<file path="src/rtl/gpio_in_filter_if.sv">
// Port-A input conditioning bus: raw pads and filter controls in,
// conditioned level and edge pulses out.
interface gpio_in_filter_if #(
   parameter int WIDTH = 8,
   parameter int CNT_W = 8
);
   logic [WIDTH-1:0] pad_in;
   logic [WIDTH-1:0] filt_en;
   logic [CNT_W-1:0] filt_len;
   logic [WIDTH-1:0] filt_out;
   logic [WIDTH-1:0] rise_pulse;
   logic [WIDTH-1:0] fall_pulse;

   // Drives the pads and filter controls, observes the conditioned result.
   modport master (
      output pad_in, filt_en, filt_len,
      input  filt_out, rise_pulse, fall_pulse
   );

   // The filter itself.
   modport slave (
      input  pad_in, filt_en, filt_len,
      output filt_out, rise_pulse, fall_pulse
   );
endinterface

</file>
<file path="src/rtl/gpio_in_filter.sv">
// gpio_in_filter: 2-flop synchroniser plus optional per-bit debounce in
// front of gpio_ext_porta. Emits one-cycle rise/fall pulses that line up
// with the new filt_out value.
module gpio_in_filter #(
   parameter int WIDTH = 8,
   parameter int CNT_W = 8
) (
   input  logic              pclk,
   input  logic              presetn,
   gpio_in_filter_if.slave   bus
);

   logic [WIDTH-1:0]            sync1_q, sync2_q;
   logic [WIDTH-1:0][CNT_W-1:0] cnt_q, cnt_d;
   logic [WIDTH-1:0]            filt_q, filt_d;
   logic [WIDTH-1:0]            rise_q, rise_d;
   logic [WIDTH-1:0]            fall_q, fall_d;
   logic [CNT_W-1:0]            len_m1;

   // filt_len==0 behaves as 1, so the compare threshold is L_eff-1.
   // Recomputed every cycle; lowering filt_len mid-count takes effect at once.
   always_comb begin
      len_m1 = (bus.filt_len == '0) ? '0 : bus.filt_len - CNT_W'(1);
   end

   // Per-bit debounce decision and edge-pulse generation.
   always_comb begin
      cnt_d  = '0;
      filt_d = filt_q;
      for (int i = 0; i < WIDTH; i++) begin
         if (!bus.filt_en[i]) begin
            filt_d[i] = sync2_q[i];
         end else if (sync2_q[i] ^ filt_q[i]) begin
            // >= rather than == so the counter can never run past the
            // threshold, even when filt_len shrinks below the current count.
            if (cnt_q[i] >= len_m1) filt_d[i] = sync2_q[i];
            else                    cnt_d[i]  = cnt_q[i] + CNT_W'(1);
         end
      end
      rise_d = ~filt_q &  filt_d;
      fall_d =  filt_q & ~filt_d;
   end

   // All state: synchroniser, counters, conditioned level and pulses.
   always_ff @(posedge pclk or negedge presetn) begin
      if (!presetn) begin
         sync1_q <= '0;
         sync2_q <= '0;
         cnt_q   <= '0;
         filt_q  <= '0;
         rise_q  <= '0;
         fall_q  <= '0;
      end else begin
         sync1_q <= bus.pad_in;
         sync2_q <= sync1_q;
         cnt_q   <= cnt_d;
         filt_q  <= filt_d;
         rise_q  <= rise_d;
         fall_q  <= fall_d;
      end
   end

   assign bus.filt_out   = filt_q;
   assign bus.rise_pulse = rise_q;
   assign bus.fall_pulse = fall_q;

endmodule

</file>
<file path="src/flat_wrapper.sv">
// flat-port wrapper written by rule: the top's interface ports become plain ports
module gpio_in_filter_flat 
#(
   parameter int WIDTH = 8,
   parameter int CNT_W = 8
)
  (pclk, presetn, bus_pad_in, bus_filt_en, bus_filt_len, bus_filt_out, bus_rise_pulse, bus_fall_pulse);
  gpio_in_filter_if #(.WIDTH(WIDTH), .CNT_W(CNT_W)) bus_i ();
  input  logic pclk;
  input  logic presetn;
  input wire logic [$bits(bus_i.pad_in)-1:0] bus_pad_in;
  input wire logic [$bits(bus_i.filt_en)-1:0] bus_filt_en;
  input wire logic [$bits(bus_i.filt_len)-1:0] bus_filt_len;
  output wire logic [$bits(bus_i.filt_out)-1:0] bus_filt_out;
  output wire logic [$bits(bus_i.rise_pulse)-1:0] bus_rise_pulse;
  output wire logic [$bits(bus_i.fall_pulse)-1:0] bus_fall_pulse;
  assign bus_i.pad_in = bus_pad_in;
  assign bus_i.filt_en = bus_filt_en;
  assign bus_i.filt_len = bus_filt_len;
  assign bus_filt_out = bus_i.filt_out;
  assign bus_rise_pulse = bus_i.rise_pulse;
  assign bus_fall_pulse = bus_i.fall_pulse;
  gpio_in_filter #(.WIDTH(WIDTH), .CNT_W(CNT_W)) u_core (.pclk(pclk), .presetn(presetn), .bus(bus_i));
endmodule
</file>
<file path="config.mk">
export PLATFORM = sky130hd
export DESIGN_NAME = gpio_in_filter_flat
export DESIGN_NICKNAME = d
export VERILOG_FILES = /design/src/rtl/gpio_in_filter_if.sv /design/src/rtl/gpio_in_filter.sv /design/src/flat_wrapper.sv
export SDC_FILE = /design/constraint.sdc
export NUM_CORES = 1
export LEC_CHECK = 0
export ABC_AREA = 1
export BUFFER_PORTS_ARGS = -buffer_cell sky130_fd_sc_hd__buf_2
export CORE_ASPECT_RATIO = 1.4
export CORE_MARGIN = 5
export CORE_UTILIZATION = 35
export CTS_BUF_LIST = sky130_fd_sc_hd__clkbuf_8 sky130_fd_sc_hd__clkbuf_16
export CTS_CLUSTER_DIAMETER = 60
export DETAILED_ROUTE_END_ITERATION = 10
export GPL_TIMING_DRIVEN = 0
export SLEW_MARGIN = 20
export SYNTH_ARGS = -nofsm -noshare
export SYNTH_HDL_FRONTEND = slang
export SYNTH_SLANG_ARGS = --single-unit
</file>
<file path="constraint.sdc">
create_clock -name pclk -period 1.75 [get_ports pclk]
set_clock_uncertainty 0.05 [all_clocks]
set_input_delay 0 -clock pclk [delete_from_list [all_inputs] [get_ports pclk]]
set_output_delay 0 -clock pclk [all_outputs]
set_load 0.01 [all_outputs]
</file>
==> flow_results.org, run 1 <==
** Power
- The design draws 5.52 mW.
- Max rail drop VDD :: 0.401 mV
- Power per cell area :: 685 nW/um2
- Leakage power :: 3.87 nW

** Drt
- In the final routed layout, each cell accounts on average for 13.1 um.
- Vias per inst :: 4.71
- In this run, the number of DRC markers left after iteration 0 of detailed routing was 98.
- For this block, the routed nets add up to 12700 um of wire.
- Detailed routing inserted a total of 4539 vias.
- For this run, design rule violations remaining after detail routing come to 0.
- In this run the remaining antenna-violating nets after routing total 0.
- Pre-antenna DRT Iters :: 4

** Clocking
- CTS built an H-tree with a depth of 3.
- Skew-Pair Late Insertion Delay :: 0.35 ns
- Clock sink count :: 104
- CTS tree :: built
- The clock passes through at most 2 buffers.
- The root buffer cell chosen for the clock tree is sky130_fd_sc_hd__clkbuf_16.
- After clock tree synthesis, the clock-pin slew on the worst setup and hold paths is 0.07 ns.
- In this run, CTS created clock tree buffers numbering 9.

** Setup path
- Worst EP required :: 1.97 ns
- Worst Setup Path Type :: in -> reg
- Critical Path Source Type :: input port
- Crit-path cells :: buf_2, nor2_2, nand4_4, clkinv_4, or2_4, ha_4, nand2_1, nand3_2, nand2_2, nand2_2, nand2_2, nand3_4, nor2_2
- Most numerous cell on the critical path :: sky130_fd_sc_hd__nand2_2
- Kind of end point of the critical path :: flip-flop
- Worst stage delay on the critical path :: 0.30 ns
- STA puts the critical path data arrival time at 1.97 ns.
- Along the worst path, the maximum fanout reaches 8.
- The largest individual stage delay along the critical path comes from the cell sky130_fd_sc_hd__or2_4.

** Status
- Outcome :: completed

** Timing
- Maximum achievable frequency :: 0.572 GHz
- Final hold slack :: 0.0217 ns
- Setup violations remaining at the end of the flow were counted as 0.
- RSZ-0062 raised after global routing :: yes
- The count of final max-slew check failures is 0.
- Minimum period implied by the final worst setup slack :: 1.75 ns
- For the pin with the worst max-slew slack, the measured transition is 0.443 ns.
- Aggregate negative setup slack :: 0 ns
- Final cycle utilization of the critical path :: 99.9%
- The worst path meets setup with 0.00129 ns of slack.
- Final number of hold-violating endpoints :: 0
- Measured against its own limit, the worst slew margin works out to 70.4%.

** Placement
- At the placement stage, the worst setup path has a slack of -0.827 ns.
- During placement, the flow inserted port buffers numbering 49.
- The HPWL after detailed placement is 8230 um.
- At the end of routability-driven placement, the weighted congestion stood at 0.761.

** Finish
- Number of nets in the layout :: 855
- Once layout is complete, the utilization of the core stands at 48.3%.
- Fraction of final layout cells with drive strength greater than 1 :: 32.6%
- Synthesis-to-finish area growth :: 36.9%
- Number of diodes added for antenna fixing :: 0

** Global route
- Aggregate global routing overflow :: 0
- The number of antenna violations at the first check in global routing was 0.
- Wire length of the first global-routing pass :: 20000 um
- Largest net degree at the start of global routing :: 78
- Vias in the first global route :: 4401
- Overall fraction of global-route tracks in use :: 12.6%

** Die
- Total number of placement rows :: 56
- Initial cell density of the core :: 35.3%
- The die is 163 um tall.
- Core box area :: 16700 um2
- I/O pin count :: 50
- Total die area :: 19600 um2
- In this run the horizontal extent of the chip is 120 um.

** Yosys
- After synthesis, flip-flops and latches occupy 44.2% of the total area.
- Post-Syn Area per Cell :: 8.96 um2
- Dominant cells by area after synthesis :: sky130_fd_sc_hd__dfrtp_1, sky130_fd_sc_hd__ha_1, sky130_fd_sc_hd__nand2_1
- Count of different cell masters after synthesis :: 22
- Count of warnings emitted by yosys :: 0
- Seq cells post-synth :: 104
- When the netlist entered floorplanning its net count stood at 756.
- Summed over its instances, the top area cell type makes up 44.2% of the synthesized netlist area.
- Synthesis produced a netlist whose cell count is 657.
- In this run the cell area of the synthesized design comes to 5890 um2.
- Largest area contributor in the synthesized netlist :: sky130_fd_sc_hd__dfrtp_1

** Min path
- Hold Crit Class :: in -> reg

** Run
- # Max-Cap Violations :: 0
-- layout by cell type, fill, tap and decap left out, drive strengths merged, types with 12 or more instances in the layout --
cell type | synthesis | final
xor2 | 33 | 33
buf | 0 | 79
nand3 | 52 | 52
nand3b | 12 | 12
dfrtp | 104 | 104
xnor2 | 16 | 16
nor2 | 105 | 105
inv | 86 | 86
nand2 | 131 | 131
a21oi | 24 | 24
ha | 73 | 73
-- critical path: cells and delay by family --
family / cells / cell delay (ns)
adders and majority gates: 1 / 0.26
buffers and inverters: 2 / 0.24
and+or+nand+nor: 10 / 1.47
-- repair_timing --
| item | in CTS | in global routing |
|---|---|---|
| pin swaps | 15 | 67 |
| buffers inserted | 12 | 19 |
| hold buffers | 9 | 0 |
| hold endpoints to repair | 112 | 0 |
| resized for setup | 43 | 135 |
| setup endpoints to repair | 88 | 86 |
-- power by group --
| group | switching, mW | total, mW | internal [mW] |
|---|---|---|---|
| combinational | 0.544 | 0.942 | 0.398 |
| sequential | 0.0553 | 2.54 | 2.48 |
| clock | 0.924 | 2.05 | 1.12 |
-- worst paths after layout --
check	from	end	slack (ns)	cells after the start
min in group asynchronous	presetn	u_core.sync1_q[6]	0.04	2
min	bus_filt_en[7]	u_core.cnt_q[62]	0.02	5
max	bus_filt_len[4]	u_core.cnt_q[51]	0.001	13
max in group asynchronous	presetn	u_core.sync2_q[3]	0.94	3
min reg2reg	u_core.sync1_q[4]	u_core.sync2_q[4]	0.30	0
max reg2reg	u_core.cnt_q[15]	u_core.cnt_q[14]	0.13	6
-- cell usage after synthesis --
cell                       count
sky130_fd_sc_hd__ha_1         73
sky130_fd_sc_hd__nor2_1      101
sky130_fd_sc_hd__xor2_1       33
sky130_fd_sc_hd__inv_2         2
sky130_fd_sc_hd__nor3_1        1
sky130_fd_sc_hd__nand4_1       9
sky130_fd_sc_hd__or2_1         1
sky130_fd_sc_hd__inv_1        84
sky130_fd_sc_hd__nand3_4       3
sky130_fd_sc_hd__nand2_1     131
sky130_fd_sc_hd__o21ai_0       4
sky130_fd_sc_hd__o21bai_1      1
sky130_fd_sc_hd__dfrtp_1     104
sky130_fd_sc_hd__xnor2_1      16
sky130_fd_sc_hd__nand3b_1     12
sky130_fd_sc_hd__nor2_4        2
sky130_fd_sc_hd__nor2_2        2
sky130_fd_sc_hd__nand3_2       5
sky130_fd_sc_hd__nand3_1      44
sky130_fd_sc_hd__a21oi_1      24
sky130_fd_sc_hd__nor3_4        4
sky130_fd_sc_hd__nand4_4       1
-- through the flow --
step / instances / instance area (um2)
global route: 964 / 8060
floorplan: 657 / 5940
global placement: 909 / 6440
finish: 964 / 8060
CTS: 947 / 7260
detailed placement: 910 / 6470
-- cell type report --
type | instances | area [um2]
clock buffer | 9 | 225
tap | 203 | 254
multi-input combinational | 467 | 3820
clock inverter | 7 | 80.1
inverter | 86 | 335
timing repair buffer | 88 | 741
sequential | 104 | 2600
fill | 1526 | 8610
-- state kept, by name, summed over array words and instances (netlist names) --
signal / cells
u_core.sync1_q: 8
u_core.cnt_q: 64
u_core.sync2_q: 8
u_core.bus.fall_pulse: 8
u_core.bus.filt_out: 8
u_core.bus.rise_pulse: 8
-- cell families (layout without fill, tap and decap cells) --
family / count (synthesis) / after routing / share of synthesized area [%]
xor gates and xnor gates: 49 / 49 / 7.29
buffers and inverters: 86 / 190 / 5.48
DFF: 104 / 104 / 44.2
adders and majority gates: 73 / 73 / 15.5
and+or+nand+nor: 316 / 316 / 25.0
AOI/OAI and AO/OA: 29 / 29 / 2.51
-- routing by layer --
layer / vias to the layer above / track usage, % / share of wire [%]
met2: 56 / 22.2 / 51
met5: - / 0 / 0
met4: 0 / 3.80 / 2.2
met1: 2159 / 15.8 / 44
met3: 20 / 2.08 / 2.3
li1: 2304 / - / -
Power figures use the tool's default switching activity.
==> run 2, diff against run 1 <==
- CORE_UTILIZATION: 35 -> 45
- PLACE_DENSITY_LB_ADDON: default -> 0.25
==> flow_results.org, run 2 (synthesized netlist as in run 1, its figures left out) <==
** Status
- The flow ran to the end, but the final reports show violations.
- Violated checks :: setup timing

** Clocking
- Clock slew at the register clock pins of the worst setup and hold paths :: 0.07 ns
- In this run the clock root is driven by a sky130_fd_sc_hd__clkbuf_16.
- The number of clock buffers added by TritonCTS is 9.
- The clock tree synthesis step divided the H-tree into 3 levels.
- CTS tree :: built
- CTS saw 104 sinks.
- At the later pin of the worst-skew pair, clock insertion delay measures 0.34 ns.
- CTS Buffer Depth :: 2

** Finish
- The register with the most flip-flops in the layout has 64 of them.
- Number of nets in the layout :: 846
- Most flops, register :: u_core.cnt_q
- Fraction of final layout cells with drive strength greater than 1 :: 30.1%
- Fill cell count :: 1077
- Non-filler cells, final :: 905
- Number of diodes added for antenna fixing :: 0
- Relative to the synthesized area, the layout overhead comes to 31.0%.
- The top cell types in the final layout, fill and taps aside, are sky130_fd_sc_hd__dfrtp_1, sky130_fd_sc_hd__nand2_1, sky130_fd_sc_hd__inv_1.
- Most common library cell in the layout ignoring fill and taps :: sky130_fd_sc_hd__dfrtp_1

** Die
- The die covers 15500 um2.
- I/O pin count :: 50
- Die height :: 145 um
- After floorplanning, the core was sized to cover 12900 um2.
- Initial cell density of the core :: 45.7%
- The die is 107 um wide.
- In this run the core area contains 49 standard-cell rows.

** Setup path
- Data on the critical path is required at its endpoint by 1.97 ns.
- Endpoint arrival time on the critical path :: 2.01 ns
- The worst setup path is launched from an input port.
- Cell type of the slowest stage on the worst timing path :: sky130_fd_sc_hd__nor3_4
- The most numerous cell type found on the critical path is sky130_fd_sc_hd__nand2_2.
- Crit-path cells :: buf_8, nor2_4, nand4_1, nor2_4, nand2_1, nand2_2, nand3_4, buf_12, ha_4, nand2_2, nand2_2, nor3_4, nand3_4, nor2_1
- The critical path is of the in -> reg type.
- Worst stage delay on the critical path :: 0.29 ns
- For the worst flop-to-flop path, the logic depth is 6.
- Crit-path max FO :: 8
- Kind of end point of the critical path :: flip-flop

** Global route
- Met3 Track Usage GR :: 2.93%
- Global routing finished with a remaining overflow of 0.
- The number of antenna violations at the first check in global routing came to 0.
- The first global-routing pass estimated 20500 um of wire.
- For met1 alone, demand over resource in global routing was 19.9%.
- The global routing stage identified its most utilized layer as met2.
- Overall fraction of global-route tracks in use :: 16.2%
- Vias in the first global route :: 4581
- GR Layer Usage met2 :: 27.8%
- Entering global routing, the biggest net connects 57 pins.

** Power
- Pwr Total :: 5.43 mW
- Sequential cells burn 46.7% of the power.
- Of the total power, combinational logic draws 15.7%.
- Dividing total power by cell area gives a power density of 704 nW/um2.
- Switching share of total power :: 26.0%
- Internal power comes to 4.02 mW.
- Across the VDD grid, the largest voltage drop is 0.444 mV.
- The clock network is responsible for 37.6% of the overall power.
- Net Sw Power :: 1.41 mW
- Leakage power :: 3.82 nW

** Run
- # Max-Cap Violations :: 0

** Drt
- For this run, design rule violations remaining after detail routing come to 0.
- The first detailed-routing pass ran for 7 iterations.
- In this run, the number of DRC markers left after iteration 0 of detailed routing was 117.
- Vias per inst :: 5.04
- The final route contains 4557 vias.
- Routed wirelength normalized by instance count :: 13.4 um
- The final layout contains routed wiring with a total length of 12100 um.
- Detail Route Antenna Nets :: 0

** Placement
- Number of port buffers :: 49
- Total half-perimeter wirelength after legalization and detailed placement :: 8080 um
- Final weighted congestion in routability-driven placement :: 0.833
- Once placement completed, the tool counted placed cells totaling 860.
- Worst-case setup slack after placement :: -0.824 ns

** Timing
- The number of failing hold endpoints at the final stage came to 0.
- Finish-stage setup viols :: 9
- Across all hold checks on the routed design, the worst slack comes to 0.0141 ns.
- Post-layout worst setup margin :: -0.0397 ns
- After layout, the minimum clock period comes to 1.79 ns.
- Worst-case headroom to the max-slew limit :: 60.6%
- The count of final max-slew check failures was 0.
- RSZ-0062 raised after global routing :: yes
- Adding up every negative setup slack in the final design gives -0.224 ns.
- Dividing the final minimum period by the clock period gives 102%.
- For the pin with the worst max-slew slack, the measured transition is 0.586 ns.
- Maximum achievable frequency :: 0.559 GHz

** Min path
- Number of cells on the worst hold path :: 4
- In this run the worst hold path is classified as in -> reg.
## run 2: cell count changes in the layout (fill, tap and decap cells not counted), moves of 2 or more
cell	change
sky130_fd_sc_hd__buf_6	-7
sky130_fd_sc_hd__ha_4	-11
sky130_fd_sc_hd__buf_4	-2
sky130_fd_sc_hd__clkbuf_8	+2
sky130_fd_sc_hd__a21oi_4	-2
sky130_fd_sc_hd__a21oi_2	+5
sky130_fd_sc_hd__a21oi_1	-3
sky130_fd_sc_hd__nand2_4	-2
sky130_fd_sc_hd__clkinv_4	-4
sky130_fd_sc_hd__nor2_1	+3
sky130_fd_sc_hd__nor2_4	-4
sky130_fd_sc_hd__ha_1	+11
## run 2: final cells by class
class                      instances  area [um2]  area share (%)
multi-input combinational        467        3630            47.1
sequential                       104        2600            33.7
clock inverter                     5        55.1           0.714
inverter                          86         338            4.38
tap                              153         191            2.48
timing repair buffer              79         642            8.32
clock buffer                      11         253            3.28
## run 2: path summary, 6_finish.rpt
kind                       slack, ns         startpoint                  endpoint
min in group asynchronous       0.10            presetn  u_core.bus.rise_pulse[5]
setup / recovery               -0.04    bus_filt_len[2]          u_core.cnt_q[35]
max in group asynchronous       0.92            presetn          u_core.cnt_q[26]
hold reg to reg                 0.30  u_core.sync1_q[1]         u_core.sync2_q[1]
hold / removal                  0.01     bus_filt_en[1]  u_core.bus.rise_pulse[1]
setup reg to reg                0.16   u_core.cnt_q[21]          u_core.cnt_q[19]
## run 2: per-layer routing
metal	part of all wire, %	up-vias
met4	1.9	0
met1	43	2199
li1	-	2288
met5	0	-
met3	2.6	16
met2	52	54
## run 2: per-stage QoR
stage          area (um2)  utilization [%]
2_1_floorplan        5940                -
3_3_place_gp         6380             49.5
3_5_place_dp         6410             49.8
4_1_cts              7310             56.8
5_1_grt              7710             59.9
6_report             7710             59.9
## run 2: what timing repair did
| action | in CTS | in global routing |
|---|---|---|
| hold buffers | 9 | 0 |
| pin swaps | 16 | 40 |
| setup buffers | 17 | 3 |
| setup endpoints to repair | 88 | 84 |
| resized for setup | 49 | 99 |
| endpoints found under the hold margin | 112 | 0 |
## run 2: power by group through the flow
stage | Sequential [mW] | Clock, mW | Combinational, mW
floorplan | 2.59 | 0 | 0.402
global placement | 2.57 | 0 | 0.623
detailed placement | 2.58 | 0 | 0.660
CTS | 2.53 | 2.11 | 0.784
global route | 2.55 | 2.23 | 0.970
finish | 2.54 | 2.04 | 0.856
## run 2: worst max-delay path, delay by kind of cell
family	cells	cell delay [ns]
adders and majority gates	1	0.25
and+or+nand+nor	11	1.48
buffers and inverters	2	0.28
